<file path="src/rtl/bnn_fcc_pkg.sv">
// bnn_fcc_pkg: shared message types, header field offsets and loader FSM states.
package bnn_fcc_pkg;
  typedef enum logic [7:0] {CFG_WEIGHTS = 8'd0, CFG_THRESH = 8'd1} cfg_msg_type_e;
  localparam int HDR_TYPE_LSB = 0;
  localparam int HDR_TYPE_W = 8;
  localparam int HDR_LAYER_LSB = 8;
  localparam int HDR_LAYER_W = 8;
  typedef enum logic [1:0] {HDR, LEN, PAYLOAD, DRAIN} cfg_state_e;
endpackage

</file>
<file path="src/rtl/bnn_cfg_wr_reg.sv">
// bnn_cfg_wr_reg: single-entry valid/ready register for the memory write port.
module bnn_cfg_wr_reg #(
  parameter int LAYER_W = 2,
  parameter int ADDR_WIDTH = 16,
  parameter int DATA_W = 32,
  localparam int KW = DATA_W / 8
) (
  input  logic                  clk,
  input  logic                  rst,
  input  logic                  load,
  input  logic [LAYER_W-1:0]    load_layer,
  input  logic                  load_thresh,
  input  logic [ADDR_WIDTH-1:0] load_addr,
  input  logic [DATA_W-1:0]     load_data,
  input  logic [KW-1:0]         load_keep,
  input  logic                  load_fin,
  output logic                  valid,
  input  logic                  ready,
  output logic [LAYER_W-1:0]    layer,
  output logic                  thresh,
  output logic [ADDR_WIDTH-1:0] addr,
  output logic [DATA_W-1:0]     data,
  output logic [KW-1:0]         keep,
  output logic                  fin
);
  // load is only raised by the parent when the slot is free or draining this cycle
  always_ff @(posedge clk) begin
    if (rst) begin
      valid <= 1'b0;
      layer <= '0;
      thresh <= 1'b0;
      addr <= '0;
      data <= '0;
      keep <= '0;
      fin <= 1'b0;
    end else if (load) begin
      valid <= 1'b1;
      layer <= load_layer;
      thresh <= load_thresh;
      addr <= load_addr;
      data <= load_data;
      keep <= load_keep;
      fin <= load_fin;
    end else if (ready) begin
      valid <= 1'b0;
    end
  end
endmodule

</file>
<file path="src/rtl/bnn_config_loader.sv">
// bnn_config_loader: parses framed config messages into a sequenced weight/threshold write port.
module bnn_config_loader
  import bnn_fcc_pkg::*;
#(
  parameter int CONFIG_BUS_WIDTH = 32,
  parameter int TOTAL_LAYERS = 4,
  parameter int ADDR_WIDTH = 16,
  localparam int NL = TOTAL_LAYERS - 1,
  localparam int LAYER_W = NL > 1 ? $clog2(NL) : 1,
  localparam int KW = CONFIG_BUS_WIDTH / 8
) (
  input  logic                        clk,
  input  logic                        rst,
  input  logic                        config_valid,
  output logic                        config_ready,
  input  logic [CONFIG_BUS_WIDTH-1:0] config_data,
  input  logic [KW-1:0]               config_keep,
  input  logic                        config_last,
  output logic                        cfg_wr_valid,
  input  logic                        cfg_wr_ready,
  output logic [LAYER_W-1:0]          cfg_wr_layer,
  output logic                        cfg_wr_thresh,
  output logic [ADDR_WIDTH-1:0]       cfg_wr_addr,
  output logic [CONFIG_BUS_WIDTH-1:0] cfg_wr_data,
  output logic [KW-1:0]               cfg_wr_keep,
  output logic [NL-1:0]               weights_loaded,
  output logic [NL-1:0]               thresh_loaded,
  output logic                        config_done,
  output logic                        config_err,
  output logic                        config_err_sticky
);
  localparam logic [CONFIG_BUS_WIDTH-1:0] LEN_MAX = CONFIG_BUS_WIDTH'(1) << ADDR_WIDTH;
  cfg_state_e state_q, state_d;
  logic typ_q;
  logic [LAYER_W-1:0] layer_q;
  logic [ADDR_WIDTH:0] len_q, cnt_q;
  logic hs, hdr_bad, hdr_ok, len_bad, last_word, load, err_d, wr_fin, wr_fire;
  logic [LAYER_W-1:0] hdr_layer;
  assign config_ready = state_q != PAYLOAD || !cfg_wr_valid || cfg_wr_ready;
  assign hs = config_valid && config_ready;
  assign hdr_layer = config_data[HDR_LAYER_LSB +: LAYER_W];
  assign hdr_bad = config_data[HDR_TYPE_LSB +: HDR_TYPE_W] > CFG_THRESH
                || 32'(config_data[HDR_LAYER_LSB +: HDR_LAYER_W]) >= NL;
  assign hdr_ok = hs && state_q == HDR && !hdr_bad && !config_last;
  assign len_bad = config_data == '0 || config_data > LEN_MAX;
  assign last_word = cnt_q == len_q - (ADDR_WIDTH+1)'(1);
  assign load = hs && state_q == PAYLOAD;
  assign wr_fire = cfg_wr_valid && cfg_wr_ready;
  assign config_done = &{weights_loaded, thresh_loaded};
  always_comb begin
    state_d = state_q;
    err_d = 1'b0;
    if (hs) begin
      case (state_q)
        HDR: begin
          err_d = hdr_bad || config_last;
          state_d = config_last ? HDR : (hdr_bad ? DRAIN : LEN);
        end
        LEN: begin
          err_d = len_bad || config_last;
          state_d = config_last ? HDR : (len_bad ? DRAIN : PAYLOAD);
        end
        PAYLOAD: begin
          err_d = config_last != last_word;
          state_d = config_last ? HDR : (last_word ? DRAIN : PAYLOAD);
        end
        default: state_d = config_last ? HDR : DRAIN;
      endcase
    end
  end
  // a header clear is ordered after a final-write set so the newer message wins
  always_ff @(posedge clk) begin
    if (rst) begin
      state_q <= HDR;
      typ_q <= 1'b0;
      layer_q <= '0;
      len_q <= '0;
      cnt_q <= '0;
      weights_loaded <= '0;
      thresh_loaded <= '0;
      config_err <= 1'b0;
      config_err_sticky <= 1'b0;
    end else begin
      state_q <= state_d;
      config_err <= err_d;
      if (err_d) config_err_sticky <= 1'b1;
      if (load) cnt_q <= cnt_q + (ADDR_WIDTH+1)'(1);
      if (hs && state_q == LEN) begin
        len_q <= config_data[ADDR_WIDTH:0];
        cnt_q <= '0;
      end
      if (wr_fire && wr_fin) begin
        if (cfg_wr_thresh) thresh_loaded[cfg_wr_layer] <= 1'b1;
        else weights_loaded[cfg_wr_layer] <= 1'b1;
      end
      if (hdr_ok) begin
        typ_q <= config_data[HDR_TYPE_LSB];
        layer_q <= hdr_layer;
        if (config_data[HDR_TYPE_LSB]) thresh_loaded[hdr_layer] <= 1'b0;
        else weights_loaded[hdr_layer] <= 1'b0;
      end
    end
  end
  bnn_cfg_wr_reg #(.LAYER_W(LAYER_W), .ADDR_WIDTH(ADDR_WIDTH), .DATA_W(CONFIG_BUS_WIDTH)) u_wr (
    .clk(clk),
    .rst(rst),
    .load(load),
    .load_layer(layer_q),
    .load_thresh(typ_q),
    .load_addr(cnt_q[ADDR_WIDTH-1:0]),
    .load_data(config_data),
    .load_keep(config_keep),
    .load_fin(config_last && last_word),
    .valid(cfg_wr_valid),
    .ready(cfg_wr_ready),
    .layer(cfg_wr_layer),
    .thresh(cfg_wr_thresh),
    .addr(cfg_wr_addr),
    .data(cfg_wr_data),
    .keep(cfg_wr_keep),
    .fin(wr_fin)
  );
endmodule

</file>
<file path="config.mk">
export PLATFORM = sky130hd
export DESIGN_NAME = bnn_config_loader
export DESIGN_NICKNAME = d
export VERILOG_FILES = /design/src/rtl/bnn_fcc_pkg.sv /design/src/rtl/bnn_cfg_wr_reg.sv /design/src/rtl/bnn_config_loader.sv
export SDC_FILE = /design/constraint.sdc
export NUM_CORES = 1
export LEC_CHECK = 0
export ABC_AREA = 1
export CORE_MARGIN = 2
export CORE_UTILIZATION = 55
export DETAILED_ROUTE_END_ITERATION = 7
export PLACE_DENSITY = 0.85
export SLEW_MARGIN = 20
export SYNTH_ARGS = -nofsm -noshare
export SYNTH_HDL_FRONTEND = slang
export SYNTH_HIERARCHICAL = 1
export SYNTH_SLANG_ARGS = --single-unit
</file>
<file path="constraint.sdc">
create_clock -name clk -period 4.9 [get_ports clk]
set_clock_uncertainty 0.1 [all_clocks]
set_input_delay 0.49 -clock clk [delete_from_list [all_inputs] [get_ports clk]]
set_output_delay 0.49 -clock clk [all_outputs]
set_load 0.01 [all_outputs]
</file>
==> metrics.md <==
| Metric | Value |
|---|---|
| Multi-input logic area | `roughly 2500 µm²` |
| Syn_area_per_cell | `6.99 µm²` |
| Via/cell ratio | `5.38` |
| CTS tree | `yes` |
| Startpoint Class | `register` |
| Seq/Total Area, Yosys | `41.4%` |
| Hold Crit Class | `reg -> reg` |
| Setup TNS | `0 ns` |
| Setup Buffers After CTS | `0` |
| GRT Util Overall | `a little over a quarter` |
| Max frequency | `about 0.36 GHz` |
| WL/cell | `approximately 14 µm` |
| Share of cells above drive strength 1 | `8.70%` |
| First-pass GRT wire length | `21.5 mm` |
| Vias in the first global route | `4618` |
| Tmin final | `2.75 ns` |
| Final Max Tran Viols | `0` |
| Predominant post-synthesis flop cell | `dfxtp_1` |
| Later-pin clock latency in the skew report | `about 0.37 ns` |
| CP endpoint kind | `register` |
| Antenna diode count | `0` |
| RSZ-0062 raised after global routing | `false` |
| Reg area | `2080 µm²` |
| Syn nets | `764` |
| Clock sink count | `approximately 100` |
| Die Span Y | `99.6 µm` |
| Core Region | `8810 µm²` |
| Row count | `34` |
| Max-cap viol count | `0` |
| Pre-antenna DRT Iters | `5` |
| Post-synth EDFFs | `0` |
| GPL Wtd Cong | `roughly 0.95` |
| NetSw | `approximately 0.5 mW` |
| CTS Buf Count | `9` |
| Initial antenna violation count | `0` |
| Finished Layout Cells | `924` |
| Comb pwr share | `16.6%` |
| Resized Gates After CTS | `0` |
| Cells after Synth | `719` |
| Worst-margin pin slew | `0.864 ns` |
| Peak VDD IR | `176 µV` |
| Fill count | `726` |
| Drt drc | `0` |
| Period utilisation layout | `a little under three fifths` |
| Post-Syn Area | `5020 µm²` |
| Starting Density | `57.0%` |
| IO Pins | `107` |
| Sequential Power Share | `52.9%` |
| Post-CTS Hold Buffers | `0` |
| Setup violations, final | `0` |
| Final Instance Area | `between 6000 and 7000 µm²` |
| HPWL Detailed | `9.61 mm` |
| Drt total wl | `13.3 mm` |
| Vias | `approximately 5000` |
| Internal power | `~1.2 mW` |
| Hold_ws | `0.381 ns` |
| Final hold viol count | `0` |
| Synth-to-Final Area Change | `24.2%` |
| Congestion Overflow GR | `0` |
| Post-synth ARST share | `0%` |
| Critical Path RT | `between 5 and 6 ns` |
| Final Power | `1.69 mW` |
| Outcome | `finished, final reports clean` |
| Clk pwr share | `30.5%` |
| Antenna-violating nets left | `0` |
| Switching Share | `29.6%` |
| Relative slew slack | `between 40% and 50%` |
| Critical path peak fanout | `4` |
| Root Buffer | `clkbuf_8` |
| Worst-path clk slew | `0.12 ns` |
| I/O Buffers | `106` |
| Arrival time worst endpoint | `2.98 ns` |
| H-tree levels | `3` |
| Power per cell area | `between 200 and 300 nW/µm²` |
| Die area | `9910 µm²` |
| Flops & latches, synth | `between 100 and 150` |
| Bufs on Longest Clock Path | `2` |
| Initial DRC Count | `302` |
| Placed Area | `6050 µm²` |
| Die Width | `99.6 µm` |
| Worst Setup Path Type | `reg -> reg` |
| Leak pwr | `roughly 2.7 nW` |
| Nets | `856` |
| Inst Count DP | `around 900` |
| Netlist cell types | `42` |
| Largest net degree at the start of global routing | `61` |
| Ys Warns | `6` |
[area by class of cell]
cell class / instances / area share (%)
multi-input combinational: 515 / 39.8
sequential: 104 / 33.4
timing repair buffer: 106 / 17.0
inverter: 75 / 4.63
tap: 108 / 2.17
clock buffer: 9 / 1.99
clock inverter: 7 / 1.04
[worst max-delay path: stages, from the launching register on]
cell and delay (ns):
dfxtp_1 0.33, inv_2 0.07, ha_1 0.19, nand2_1 0.10, nor2_2 0.20, nand4_1 0.17
o21ai_0 0.24, nand2_1 0.08, nor2_1 0.11, nand3_1 0.08, nor2_1 0.22, ha_1 0.29
or2_2 0.29, nand2_1 0.09, nand2_1 0.07, nand2_1 0.08
[cell usage in the layout (no fill, tap or decap), types with 4 or more instances in the layout]
| cell | synthesis | layout |
|---|---|---|
| inv_2 | 7 | 7 |
| ha_1 | 4 | 4 |
| nand4_1 | 6 | 6 |
| dfxtp_1 | 104 | 104 |
| nor2_1 | 160 | 160 |
| nand2_1 | 113 | 113 |
| xor2_1 | 9 | 9 |
| clkdlybuf4s50_1 | 0 | 106 |
| nor3_1 | 8 | 8 |
| clkbuf_8 | 0 | 9 |
| nor2_2 | 25 | 25 |
| nand3_1 | 28 | 28 |
| inv_1 | 66 | 66 |
| o21ai_0 | 73 | 73 |
| a21oi_1 | 36 | 36 |
| o21ai_1 | 16 | 16 |
[synth_stat cells (2+ instances only)]
cell / count / area (µm²)
nor3_1: 8 / 40.0
nand2_2: 2 / 12.5
nand2_1: 113 / 424
nand2_4: 3 / 33.8
o21ai_0: 73 / 365
inv_1: 66 / 248
xor2_1: 9 / 78.8
inv_2: 7 / 26.3
xnor2_1: 3 / 26.3
nand3_2: 2 / 20.0
nor2_1: 160 / 601
dfxtp_1: 104 / 2080
nand3_1: 28 / 140
a21oi_2: 3 / 26.3
nand4_1: 6 / 37.5
ha_1: 4 / 50.1
nor3_2: 3 / 30.0
buf_8: 2 / 30.0
nor2_4: 2 / 22.5
buf_2: 8 / 40.0
a21oi_1: 36 / 180
clkbuf_2: 3 / 15.0
o211ai_1: 3 / 22.5
a31oi_1: 3 / 18.8
clkbuf_1: 8 / 30.0
buf_6: 3 / 33.8
o21ai_1: 16 / 80.1
or2_2: 2 / 12.5
nor2_2: 25 / 156
or2_1: 2 / 12.5
[stage by stage]
stage          setup slack (ns)  util (%)
2_1_floorplan              2.67         -
3_3_place_gp               2.03      68.7
3_5_place_dp               1.93      68.7
4_1_cts                    2.20      70.9
5_1_grt                    1.92      70.9
6_report                   2.15      70.9
[state kept, by name, indices dropped and copies added (netlist names), 2 cells and up]
| register | flops |
|---|---|
| u_wr/data | 32 |
| cnt_q | 17 |
| len_q | 17 |
| u_wr/addr | 16 |
| u_wr/keep | 4 |
| thresh_loaded | 3 |
| weights_loaded | 3 |
| layer_q | 2 |
| state_q | 2 |
| u_wr/layer | 2 |
[path summary, 6_finish.rpt]
| path | depth (start not counted) | start | slack, ns | end |
|---|---|---|---|---|
| worst min register to register | 2 | config_err_sticky$_SDFFE_PP0P_ | 0.38 | config_err_sticky$_SDFFE_PP0P_ |
| worst min-delay path | 2 | config_err_sticky$_SDFFE_PP0P_ | 0.38 | config_err_sticky$_SDFFE_PP0P_ |
| worst max-delay path | 15 | len_q[0]$_SDFFE_PP0P_ | 2.15 | config_err_sticky$_SDFFE_PP0P_ |
| worst max register to register | 15 | len_q[0]$_SDFFE_PP0P_ | 2.15 | config_err_sticky$_SDFFE_PP0P_ |
[logic make-up after synthesis]
group	synth area share (%)
and+or+nand+nor	31.9
xor gates and xnor gates	2.42
buffers and inverters	9.12
DFF	41.4
adders and majority gates	0.996
AOI/OAI and AO/OA	14.1
[power groups by stage]
stage	combinational, mW	clock, mW	sequential [mW]
floorplan	0.157	0	0.919
global placement	0.269	0	0.912
detailed placement	0.277	0	0.913
CTS	0.280	0.520	0.894
global route	0.311	0.555	0.898
finish	0.281	0.516	0.895
[routing by layer]
metal  share of wire, %  wire length, µm  vias up  global-route usage, %
met5                  0                0        -                      0
met4                2.2              299        0                   8.22
met3                6.2              821       26                   5.34
met2                 49             6530      196                   45.7
met1                 43             5660     2277                   34.1
li1                   -                -     2474                      -
Power figures use the tool's default switching activity.
